===== config.mk =====
export PLATFORM = sky130hd
export DESIGN_NAME = seg7_scan_decoder_flat
export DESIGN_NICKNAME = d
export VERILOG_FILES = /design/src/rtl/seg7_scan_decoder_pkg.sv /design/src/rtl/seg7_scan_decoder_if.sv /design/src/rtl/seg7_scan_decoder_digit_dec.sv /design/src/rtl/seg7_scan_decoder.sv /design/src/flat_wrapper.sv
export SDC_FILE = /design/constraint.sdc
export NUM_CORES = 1
export LEC_CHECK = 0
export CORE_MARGIN = 1.5
export CORE_UTILIZATION = 56
export CTS_CLUSTER_SIZE = 30
export DETAILED_ROUTE_END_ITERATION = 8
export PLACE_DENSITY = 0.81
export SLEW_MARGIN = 10
export SYNTH_ARGS = -nofsm -noshare
export SYNTH_HDL_FRONTEND = slang
export SYNTH_SLANG_ARGS = --single-unit

===== constraint.sdc =====
create_clock -name clk -period 3.3 [get_ports clk]
set_input_delay 0.33 -clock clk [delete_from_list [all_inputs] [get_ports clk]]
set_output_delay 0.33 -clock clk [all_outputs]
set_load 0.05 [all_outputs]

===== src/rtl/seg7_scan_decoder_pkg.sv =====
// Shared definitions for the 7-segment scan decoder: glyph codes (g..a, active-low),
// scan FSM states and the blank-digit code.
package seg7_pkg;

  localparam logic [6:0] SEG_OFF = 7'h7F;

  localparam logic [6:0] GLYPH_0 = 7'h40;
  localparam logic [6:0] GLYPH_1 = 7'h79;
  localparam logic [6:0] GLYPH_2 = 7'h24;
  localparam logic [6:0] GLYPH_3 = 7'h30;
  localparam logic [6:0] GLYPH_4 = 7'h19;
  localparam logic [6:0] GLYPH_5 = 7'h12;
  localparam logic [6:0] GLYPH_6 = 7'h02;
  localparam logic [6:0] GLYPH_7 = 7'h78;
  localparam logic [6:0] GLYPH_8 = 7'h00;
  localparam logic [6:0] GLYPH_9 = 7'h10;
  localparam logic [6:0] GLYPH_A = 7'h08;
  localparam logic [6:0] GLYPH_B = 7'h03;
  localparam logic [6:0] GLYPH_C = 7'h46;
  localparam logic [6:0] GLYPH_D = 7'h21;
  localparam logic [6:0] GLYPH_E = 7'h06;
  localparam logic [6:0] GLYPH_F = 7'h0E;

  typedef enum logic [1:0] {
    S_WAIT   = 2'd0,
    S_COUNT  = 2'd1,
    S_LOCKED = 2'd2
  } state_t;

endpackage


===== src/rtl/seg7_scan_decoder_if.sv =====
// Segment-sample input and decoded-byte valid/ready stream of seg7_scan_decoder.
// SEG7_SCAN_DECODER_STATS_EN adds the saturating bad/overrun counters.
interface seg7_scan_decoder_if;
  logic        sample_en;
  logic [13:0] seg_in;
  logic [7:0]  out_data;
  logic        out_valid;
  logic        out_ready;
  logic        bad_pattern;
  logic        overrun;
`ifdef SEG7_SCAN_DECODER_STATS_EN
  logic [7:0]  bad_cnt;
  logic [7:0]  ovr_cnt;

  modport master (input sample_en, seg_in, out_ready,
                  output out_data, out_valid, bad_pattern, overrun, bad_cnt, ovr_cnt);
  modport slave  (output sample_en, seg_in, out_ready,
                  input out_data, out_valid, bad_pattern, overrun, bad_cnt, ovr_cnt);
`else
  modport master (input sample_en, seg_in, out_ready,
                  output out_data, out_valid, bad_pattern, overrun);
  modport slave  (output sample_en, seg_in, out_ready,
                  input out_data, out_valid, bad_pattern, overrun);
`endif
endinterface


===== src/rtl/seg7_scan_decoder_digit_dec.sv =====
// Combinational glyph-to-nibble decoder for one active-low 7-segment digit.
module seg7_digit_dec
  import seg7_pkg::*;
(
  input  logic [6:0] seg,
  output logic       legal,
  output logic [3:0] nib
);

  always_comb begin
    legal = 1'b1;
    nib   = 4'h0;
    case (seg)
      GLYPH_0: nib = 4'h0;
      GLYPH_1: nib = 4'h1;
      GLYPH_2: nib = 4'h2;
      GLYPH_3: nib = 4'h3;
      GLYPH_4: nib = 4'h4;
      GLYPH_5: nib = 4'h5;
      GLYPH_6: nib = 4'h6;
      GLYPH_7: nib = 4'h7;
      GLYPH_8: nib = 4'h8;
      GLYPH_9: nib = 4'h9;
      GLYPH_A: nib = 4'hA;
      GLYPH_B: nib = 4'hB;
      GLYPH_C: nib = 4'hC;
      GLYPH_D: nib = 4'hD;
      GLYPH_E: nib = 4'hE;
      GLYPH_F: nib = 4'hF;
      default: legal = 1'b0;
    endcase
  end

endmodule


===== src/rtl/seg7_scan_decoder.sv =====
// Debounces a dual-digit active-low segment bus and streams the decoded byte (valid/ready).
// Optional SEG7_SCAN_DECODER_STATS_EN adds saturating bad_cnt / ovr_cnt outputs.
module seg7_scan_decoder
  import seg7_pkg::*;
#(
  parameter int STABLE_CNT  = 4,
  parameter int EMIT_REPEAT = 0
) (
  input  logic                 clk,
  input  logic                 rst_n,
  seg7_scan_decoder_if.master  bus
);

  localparam int CNT_W = $clog2(STABLE_CNT + 1);
  localparam logic [CNT_W:0] STABLE_V = (CNT_W + 1)'(STABLE_CNT);

  state_t           state;
  logic [13:0]      cand;
  logic [CNT_W-1:0] cnt;
  logic             last_vld;
  logic [7:0]       last_byte;
  logic [7:0]       out_data_r;
  logic             out_valid_r;
  logic             bad_r;
  logic             ovr_r;

  logic       hi_legal, lo_legal;
  logic [3:0] hi_nib, lo_nib;

  seg7_digit_dec u_hi (.seg(bus.seg_in[13:7]), .legal(hi_legal), .nib(hi_nib));
  seg7_digit_dec u_lo (.seg(bus.seg_in[6:0]),  .legal(lo_legal), .nib(lo_nib));

  logic           match;
  logic [CNT_W:0] cnt_nxt;
  logic           lock_eval;
  logic           glyph_ok;
  logic [7:0]     byte_dec;
  logic           emit;

  // Both lock paths evaluate the pattern currently on seg_in (it equals cand when counting).
  assign match     = (bus.seg_in == cand);
  assign cnt_nxt   = {1'b0, cnt} + (CNT_W + 1)'(1);
  assign lock_eval = bus.sample_en &
                     (match ? ((state == S_COUNT) && (cnt_nxt == STABLE_V))
                            : (STABLE_CNT == 1));
  assign glyph_ok  = hi_legal & lo_legal;
  assign byte_dec  = {hi_nib, lo_nib};
  assign emit      = lock_eval & glyph_ok &
                     ((EMIT_REPEAT != 0) | ~last_vld | (byte_dec != last_byte));

  always_ff @(posedge clk or negedge rst_n) begin
    if (!rst_n) begin
      state       <= S_WAIT;
      cand        <= 14'h3FFF;
      cnt         <= '0;
      last_vld    <= 1'b0;
      out_data_r  <= 8'h00;
      out_valid_r <= 1'b0;
      bad_r       <= 1'b0;
      ovr_r       <= 1'b0;
    end else begin
      bad_r       <= lock_eval & ~glyph_ok;
      ovr_r       <= emit & out_valid_r & ~bus.out_ready;
      out_valid_r <= emit | (out_valid_r & ~bus.out_ready);
      if (emit) begin
        out_data_r <= byte_dec;
        last_vld   <= 1'b1;
      end
      if (bus.sample_en) begin
        if (!match) begin
          cand  <= bus.seg_in;
          cnt   <= CNT_W'(1);
          state <= (STABLE_CNT == 1) ? S_LOCKED : S_COUNT;
        end else if (state == S_COUNT) begin
          cnt <= cnt_nxt[CNT_W-1:0];
          if (cnt_nxt == STABLE_V) state <= S_LOCKED;
        end
      end
    end
  end

  // Repeat suppression reference; only meaningful once last_vld is set.
  always_ff @(posedge clk) begin
    if (emit) last_byte <= byte_dec;
  end

  assign bus.out_data    = out_data_r;
  assign bus.out_valid   = out_valid_r;
  assign bus.bad_pattern = bad_r;
  assign bus.overrun     = ovr_r;

`ifdef SEG7_SCAN_DECODER_STATS_EN
  function automatic logic [7:0] sat_inc(input logic [7:0] v);
    return (v == 8'hFF) ? v : v + 8'd1;
  endfunction

  logic [7:0] bad_cnt_r, ovr_cnt_r;

  always_ff @(posedge clk or negedge rst_n) begin
    if (!rst_n) begin
      bad_cnt_r <= 8'h00;
      ovr_cnt_r <= 8'h00;
    end else begin
      if (bad_r) bad_cnt_r <= sat_inc(bad_cnt_r);
      if (ovr_r) ovr_cnt_r <= sat_inc(ovr_cnt_r);
    end
  end

  assign bus.bad_cnt = bad_cnt_r;
  assign bus.ovr_cnt = ovr_cnt_r;
`endif

endmodule

===== src/flat_wrapper.sv =====
// flat-port wrapper written by rule: the top's interface ports become plain ports
module seg7_scan_decoder_flat import seg7_pkg::*;
#(
  parameter int STABLE_CNT  = 4,
  parameter int EMIT_REPEAT = 0
)
  (clk, rst_n, bus_sample_en, bus_seg_in, bus_out_ready, bus_out_data, bus_out_valid, bus_bad_pattern, bus_overrun);
  seg7_scan_decoder_if bus_i ();
  input  logic clk;
  input  logic rst_n;
  input wire logic [$bits(bus_i.sample_en)-1:0] bus_sample_en;
  input wire logic [$bits(bus_i.seg_in)-1:0] bus_seg_in;
  input wire logic [$bits(bus_i.out_ready)-1:0] bus_out_ready;
  output wire logic [$bits(bus_i.out_data)-1:0] bus_out_data;
  output wire logic [$bits(bus_i.out_valid)-1:0] bus_out_valid;
  output wire logic [$bits(bus_i.bad_pattern)-1:0] bus_bad_pattern;
  output wire logic [$bits(bus_i.overrun)-1:0] bus_overrun;
  assign bus_i.sample_en = bus_sample_en;
  assign bus_i.seg_in = bus_seg_in;
  assign bus_i.out_ready = bus_out_ready;
  assign bus_out_data = bus_i.out_data;
  assign bus_out_valid = bus_i.out_valid;
  assign bus_bad_pattern = bus_i.bad_pattern;
  assign bus_overrun = bus_i.overrun;
  seg7_scan_decoder #(.STABLE_CNT(STABLE_CNT), .EMIT_REPEAT(EMIT_REPEAT)) u_core (.clk(clk), .rst_n(rst_n), .bus(bus_i));
endmodule

==> summary by stage, run 1 <==
Layout
Leaving out fill and tap cells, the most frequent cells in the layout are buf_4 (37), clkdlybuf4s50_1 (28), mux2_2 (19). The share of cells above drive strength 1 is 26.7%. For this run, the share of the core covered by cells in the final layout is 72.7%. The repair_antennas step left the layout with diodes totalling 0.

The non-filler instance count after layout is between 300 and 400. The net count reported at finish is 326. Compared with the post-synthesis result, the final layout area differs by 24.6%. Leaving out fill and tap cells, the most frequent cell in the layout is buf_4.

Clock tree
The hold-fix buffer count after cts is 0. Clock tree synthesis found a total of 39 sinks. The number of buffers inserted to repair setup after CTS is 0. The deepest level of the CTS H-tree is 2. The longest clock path from root to sink contains 2 buffers. Clock-pin slew was measured on the worst setup and hold paths at 70 ps. CTS placed an instance of clkbuf_8 at the clock tree root.

The TritonCTS clock tree is built. At the later pin of the worst-skew pair, clock insertion delay measures 290 ps. In this run, post-CTS repair resized a total of 0 instances. The clock buffer count from CTS is 5.

STA
For this run, the top clock speed supported by timing is approximately 330 MHz. The final hold slack is 496 ps. Setup violations remaining at the end of the flow were counted as 0. The clock period minus final worst setup slack is 2990 ps. Headroom to the max-slew limit came out at 33.6%.

Setup repair after global routing left no endpoint under its margin. The total count of max-transition violations in the final report is 0. The total count of hold-check failures in the final report was 0. The final critical-path share of the clock period is 90.7%.

The worst setup skew after layout is 5.27 ps. The transition time of the tightest slew-check pin is just under 1000 ps.

Worst setup path
The largest single stage delay on the critical path is 570 ps. Data arrives at the worst endpoint at 3170 ps. The critical path goes through clkdlybuf4s50_1, xor2_1, nor4_1, nand4_1, or3_1, or3_4, a41oi_4, mux2_2. By startpoint and endpoint, the worst setup path is classified as in2reg. The master of the slowest instance on the critical path is clkdlybuf4s50_1.

STA classifies the critical path endpoint as a flip-flop. The endpoint required time on the critical path is 3480 ps. Along the worst path, the maximum fanout reaches 8. STA classifies the critical path startpoint as an input port.

Pwr
The largest vdd supply drop is 319 µV. The share of total power dissipated in the clock network is approximately a third. Net switching is 25.2% of the power.

Dividing total power by cell area gives a power density of 339 mW/mm². The internal power of the cells totals 803 µW. Registers are responsible for 49.8% of the overall power. The analysis attributes to net switching a power of 271 µW. The share of total power dissipated in combinational logic is 17.1%. For this design the static power due to leakage is 1.27 nW.

Detailed routing
After detailed routing, the average wire length per cell comes to 16.0 µm. The routed layout has between 2k and 2.5k vias. The post-route DRC violation count is 0. The count of nets left with antenna violations once routing finished came out at 0. The detailed router finished its first iteration with 214 violations. After detailed routing, the number of vias per cell comes to 6.08. The routed design has roughly 5.8 mm of wire. The first detailed-routing pass took 4 iterations.

Global route
The pin count of the biggest net entering global routing is 22. The final global-route overflow total is 0. The first global-routing pass estimated roughly 10 mm of wire.

The number of global-route vias before repair came to roughly 2.2k. The global-route usage over all layers is 25.5%. The number of antenna violations at the first check in global routing was 0.

Placed design
The cell count after placement is 351. At the end of routability-driven placement, the weighted congestion stood at 0.875. Once detailed placement completed, the half-perimeter wirelength came to roughly 4.3 mm. During placement, the flow inserted port buffers numbering 28.

Synthesis
Of all flip-flops after synthesis, the portion carrying an async set or reset was about four fifths. The cell taking the most area after synthesis is dfrtp_1. The Yosys step of the flow raised 0 warnings. Counting flops with a built-in enable in the synthesized netlist gives 8. The synthesized design devotes to its leading area cell type 16.7% of total area.

When the netlist entered floorplanning its net count stood at between 200 and 300. The mean cell area of the mapped netlist is 10.0 µm². The most used flip-flop cell after synthesis is dfrtp_1. After synthesis, the cell types taking the most area are dfrtp_1 (17%), dfstp_2 (14%), edfxtp_1 (9.5%), mux2_2 (8.4%), xor2_1 (6.2%). The synthesized netlist contains just over 60 unique library cells. The cell count after synthesis came out at 253. The summed instance area of the synthesized netlist is 0.00254 mm². The share of the Yosys chip area taken by registers is 40.7%.

The synthesis-stage register bit count is 39.

Floorplanning
The initial utilization of the core area, before any placement, comes to 58.3%. Measured along the y axis, the die boundary spans 70.3 µm. The area of the placeable core is 0.00435 mm².

The cell row count is 24. Measured along the x axis, the die boundary spans 70.3 µm. The die area is 0.00495 mm². 29 I/O pins were placed.

Outcome
The flow ran to the end, and the final reports show no timing, DRC or antenna violations.

Worst hold path
The path class of the tightest hold or removal check is reg2reg.

Flow run
The max-cap violation count is 0.
==> layout make-up <==
type                       count  area (µm²)
multi-input combinational    188        1380
sequential                    39        1030
clock buffer                   6        93.8
timing repair buffer          65         558
inverter                       7        26.3
tap                           52        65.1
clock inverter                 2        8.76
fill                         304        1190
==> power groups by stage <==
stage / Clock (mW) / Sequential (mW) / Combinational (mW)
4_1_cts: 0.364 / 0.534 / 0.184
6_report: 0.356 / 0.534 / 0.184
3_3_place_gp: 0 / 0.541 / 0.179
3_5_place_dp: 0 / 0.543 / 0.182
2_1_floorplan: 0 / 0.540 / 0.107
5_1_grt: 0.387 / 0.536 / 0.203
==> cells in the mapped netlist, types with 3 or more instances <==
cell type,number
o211ai_1,3
nor3_1,13
and2_1,3
a22oi_1,3
a311oi_1,3
o21ai_0,9
or3_1,4
nor3b_1,4
nor4_1,3
nor2_1,9
nand3_1,6
buf_2,11
nand2b_1,4
mux2_2,19
dfrtp_1,17
nand2_1,18
edfxtp_1,8
nor4b_1,3
and3_1,4
a21oi_1,5
nor4bb_1,3
a31oi_1,3
clkbuf_1,3
xnor2_1,3
nor2b_1,6
dfstp_2,14
inv_1,7
xor2_1,18
==> final timing paths <==
| kind | from | end | slack (ps) | cells after the start |
|---|---|---|---|---|
| min in group asynchronous | rst_n | u_core.bus.out_data[6] | 580 | 1 |
| worst max register to register | u_core.cand[9] | u_core.bus.out_data[0] | 520 | 7 |
| worst min-delay path | u_core.cand[3] | u_core.cand[3] | 500 | 2 |
| max in group asynchronous | rst_n | u_core.cnt[1] | 1990 | 2 |
| worst max-delay path | bus_seg_in[11] | u_core.bus.out_data[0] | 310 | 8 |
| worst min register to register | u_core.cand[3] | u_core.cand[3] | 500 | 2 |
==> routing by layer <==
layer | routed length, µm | up-vias | share of wire, % | global-route usage [%]
li1 | - | 1046 | - | -
met1 | 2560 | 1038 | 44 | 32.5
met2 | 2770 | 78 | 48 | 42.0
met3 | 274 | 19 | 4.8 | 5.05
met4 | 151 | 0 | 2.6 | 10.9
met5 | 0 | - | 0 | 0
==> per-stage QoR <==
step           setup TNS, ps  setup WS [ps]  power (mW)  instance area, µm²
5_1_grt                    0            160        1.13                3160
4_1_cts                    0            310        1.08                3160
2_1_floorplan              0            522       0.648                2540
3_5_place_dp           -71.5          -22.6       0.726                3060
3_3_place_gp               0           38.5       0.720                3060
6_report                   0            306        1.07                3160
==> critical path: cells and delay by family <==
family | cells | cell delay (ps)
multiplexers | 1 | 400
XOR/XNOR | 1 | 210
buffers and inverters | 1 | 570
AND/OR/NAND/NOR | 4 | 1320
AO/OA/AOI/OAI | 1 | 350
==> kinds of logic after synthesis <==
family / count (synthesis) / share of synthesized area [%]
mux: 20 / 8.82
compound gates: 49 / 14.7
fa+ha+maj: 2 / 0.985
flops: 39 / 40.7
buf+inv: 26 / 5.02
xor+xnor: 21 / 7.24
simple gates: 96 / 22.6
==> state kept, by name (all words and copies together), names as in the netlist, 2 cells and up <==
name / flops
u_core.bus.out_data: 8
u_core.cand: 14
u_core.last_byte: 8
u_core.state: 2
u_core.cnt: 3
(Power assumes the default switching activity.)
==> run 2: changes to the inputs <==
--- a/config.mk
+++ b/config.mk
@@ -10,6 +10,7 @@
 export CTS_CLUSTER_SIZE = 30
 export DETAILED_ROUTE_END_ITERATION = 8
 export PLACE_DENSITY = 0.81
+export RECOVER_POWER = 100
 export SLEW_MARGIN = 10
 export SYNTH_ARGS = -nofsm -noshare
 export SYNTH_HDL_FRONTEND = slang
==> run 2 against run 1 <==
  * Combinational power fell by 2%
  * Largest cell class unchanged
  * Sequential share of layout area rose by 0.29 points
  * Critical path type unchanged
  * Largest power group unchanged
  * Maximum frequency fell by 2.5%
==> summary by stage, run 2 (same netlist as run 1, synthesis figures left out) <==
Floorplanning
The vertical die dimension is 70.3 µm (unchanged). The effective utilization at floorplan came to 58.3% (unchanged). The cell row count is 24 (unchanged).

The horizontal die dimension came to 70.3 µm (unchanged). The top-level I/O count is 29 (unchanged). The area of the placeable core was 0.00435 mm² (unchanged).

The die area came to 0.00495 mm² (unchanged).

STA
The final critical-path share of the clock period came to 93.1% (was 90.7%). The worst-case setup margin in the final layout is 228 ps (was 306 ps). The total count of max-transition violations in the final report is 0 (unchanged). The total count of hold-check failures in the final report is 0 (unchanged).

The final hold slack is 496 ps (about the same). The worst setup skew after layout is 4.92 ps (was 5.27 ps). The maximum clock frequency is 326 MHz (was 334 MHz). The normalized max-slew margin is 32.8% (was 33.6%). RSZ-0062 raised after global routing: no (unchanged). The number of setup violations in the final report is 0 (unchanged). The transition time of the tightest slew-check pin was 1010 ps (was 993 ps). The clock period minus final worst setup slack came to 3070 ps (was 2990 ps).

Layout
The net count reported at finish was 326 (unchanged). The most common cell after layout, fill and taps aside is buf_4 (unchanged). The count of antenna diodes in the layout is 0 (unchanged).

The flip-flop count of the largest register after layout is 14 (unchanged). The share of cells above drive strength 1 is 24.4% (was 26.7%). The post-synthesis to final-layout area growth is 23.5% (was 24.6%). Most frequent cells in the layout: buf_4 (29), mux2_2 (19), nand2_1 (18), xor2_1 (18), dfrtp_1 (17) (was buf_4 (37), clkdlybuf4s50_1 (28), mux2_2 (19)).

The register with the highest flop count is u_core.cand (unchanged).

Flow run
The max-cap violation count was 0 (unchanged).

Clock tree
The maximum buffer depth of the clock tree was 2 (unchanged). The number of buffers inserted to repair setup after CTS is 0 (unchanged). The clock transition at the registers of the reported paths is 70 ps (about the same). The TritonCTS clock tree is built (unchanged).

The count of instances resized after the clock tree is built is 0 (unchanged). The sink count of the clock tree is 39 (unchanged). The deepest level of the CTS H-tree is 2 (unchanged). The clock insertion delay at the later pin of the skew report is 290 ps (about the same). The hold-fix buffer count after cts is 0 (unchanged).

The clock buffer count from CTS was 5 (unchanged). The cell at the root of the clock tree is clkbuf_8 (unchanged).

Worst setup path
The arrival time of data at the critical path endpoint is 3250 ps (was 3170 ps). The worst-case reg-to-reg path depth is 7 (unchanged). The class of the most critical setup path is in2reg (unchanged). The kind of cell adding the most delay to the critical path is simple AND/OR/NAND/NOR gates (unchanged). The endpoint type of the worst setup path is a flip-flop (unchanged).

The master of the slowest instance on the critical path was dlygate4sd3_1 (was clkdlybuf4s50_1). The delay of the slowest cell on the worst path is 670 ps (was 570 ps). The startpoint type of the worst setup path is an input port (unchanged). The register-to-register setup slack is 510 ps (was 520 ps). The endpoint of the worst-slack reg-to-reg timing path is u_core.bus.out_data[0] (unchanged).

The critical path capture point is u_core.bus.out_data[0] (unchanged). The worst flop-to-flop path startpoint is u_core.cand[9] (unchanged). The dominant cell type by count on the critical path is or3_1. Ordered cell list for the critical path: dlygate4sd3_1, xor2_1, nor4_1, nand4_1, or3_1, or3_1, a41oi_4, mux2_2 (was clkdlybuf4s50_1, xor2_1, nor4_1, nand4_1, or3_1, or3_4, a41oi_4, mux2_2). The highest net fanout along the worst path is 8 (unchanged).

The buffering stage count on the worst path with inverters included is 1 (unchanged). The count of cell instances traversed by the critical path came to 8 (unchanged). The endpoint required time on the critical path came to 3480 ps (about the same). The origin of the worst setup path is bus_seg_in[11] (unchanged).

Global route
The number of antenna violations at the first check in global routing is 0 (unchanged). The number of global-route vias before repair was 2189 (unchanged). The final global-route overflow total was 0 (unchanged). The pin count of the biggest net entering global routing came to 22 (unchanged).

The global-route usage over all layers came to 25.5% (unchanged). The first-pass GRT wire length came to 9.98 mm (unchanged).

Detailed routing
The total via count in the routed design is 2171 (was 2181). The routed via count divided by cell count is 6.05 (was 6.08). The number of violations reported at the end of detailed-routing iteration 0 is 178 (was 214). The length of the first detailed-routing pass in iterations is 4 (unchanged). The wire length per cell after detailed routing is 16.0 µm (about the same). The post-route DRC violation count is 0 (unchanged).

The sum of routed wire length over all layers is 5.73 mm (was 5.76 mm). The number of antenna-violating nets in the routed design was 0 (unchanged).

Pwr
The static leakage is 1.29 nW (was 1.27 nW). The power per cell area is 341 mW/mm² (was 339 mW/mm²). The largest vdd supply drop came to 319 µV (about the same).

Worst hold path
The path type of the worst min-delay path is reg2reg (unchanged).

Placed design
The port buffer count is 28 (unchanged). The half-perimeter wire length after detailed placement is 4.35 mm (unchanged). The worst slack at placement is -22.6 ps (unchanged). The final weighted congestion of routability-driven global placement was 0.875 (unchanged).

Outcome
Outcome: finished clean (unchanged).
==> run 2: cell count changes in the layout (fill, tap and decap cells not counted) <==
cell	delta
clkdlybuf4s50_1	-15
or3_4	-1
clkbuf_4	+2
dlygate4sd3_1	+15
clkbuf_1	+6
buf_4	-8
or3_1	+1
==> run 2: cell type report <==
cell class	count	area (µm²)
Sequential cell	39	1030
Multi-Input combinational cell	188	1370
Inverter	7	26.3
Fill cell	312	1220
Clock inverter	2	8.76
Timing Repair Buffer	65	536
Tap cell	52	65.1
Clock buffer	6	93.8
==> run 2: how the worst min path moves through the flow <==
stage,startpoint,endpoint,slack (ps),cells after the start
CTS,u_core.cand[3],u_core.cand[3],500,2
floorplan,rst_n,u_core.bus.bad_pattern,30,0
global route,u_core.bus.out_data[7],u_core.bus.out_data[7],520,1
finish,u_core.cand[3],u_core.cand[3],500,2
global placement,u_core.state[1],u_core.state[1],460,2
detailed placement,u_core.cand[3],u_core.cand[3],490,2
==> run 2: metrics by stage <==
stage                     TNS, ps  util (%)  std cells  total power, mW  cell area (µm²)
after floorplan                 0         -        253            0.648             2540
after global placement          0      70.3        351            0.720             3060
after detailed placement    -71.5      70.3        351            0.726             3060
after CTS                       0      72.7        359             1.08             3160
after global routing            0      72.0        359             1.12             3140
final                           0      72.0        359             1.07             3140
==> run 2: where the power goes <==
group	leakage, nW	switching, mW	internal, mW	total, mW
clock	0.0538	0.164	0.191	0.355
combinational	0.804	0.0935	0.0867	0.180
sequential	0.432	0.0123	0.522	0.534
total	1.29	0.270	0.799	1.07
==> run 2: layer usage <==
layer / share of wire (%) / global-route usage, %
met1: 45 / 32.5
met2: 49 / 42.0
met3: 4.4 / 5.05
met4: 2.2 / 10.9
met5: 0 / 0
==> run 2: worst register-to-register path, cell delays in order (launching register included) <==
cell,delay [ps]
dfstp_2,540
xor2_1,60
nor4_1,340
nand4_1,160
or3_1,410
or3_1,410
a41oi_4,360
mux2_2,400
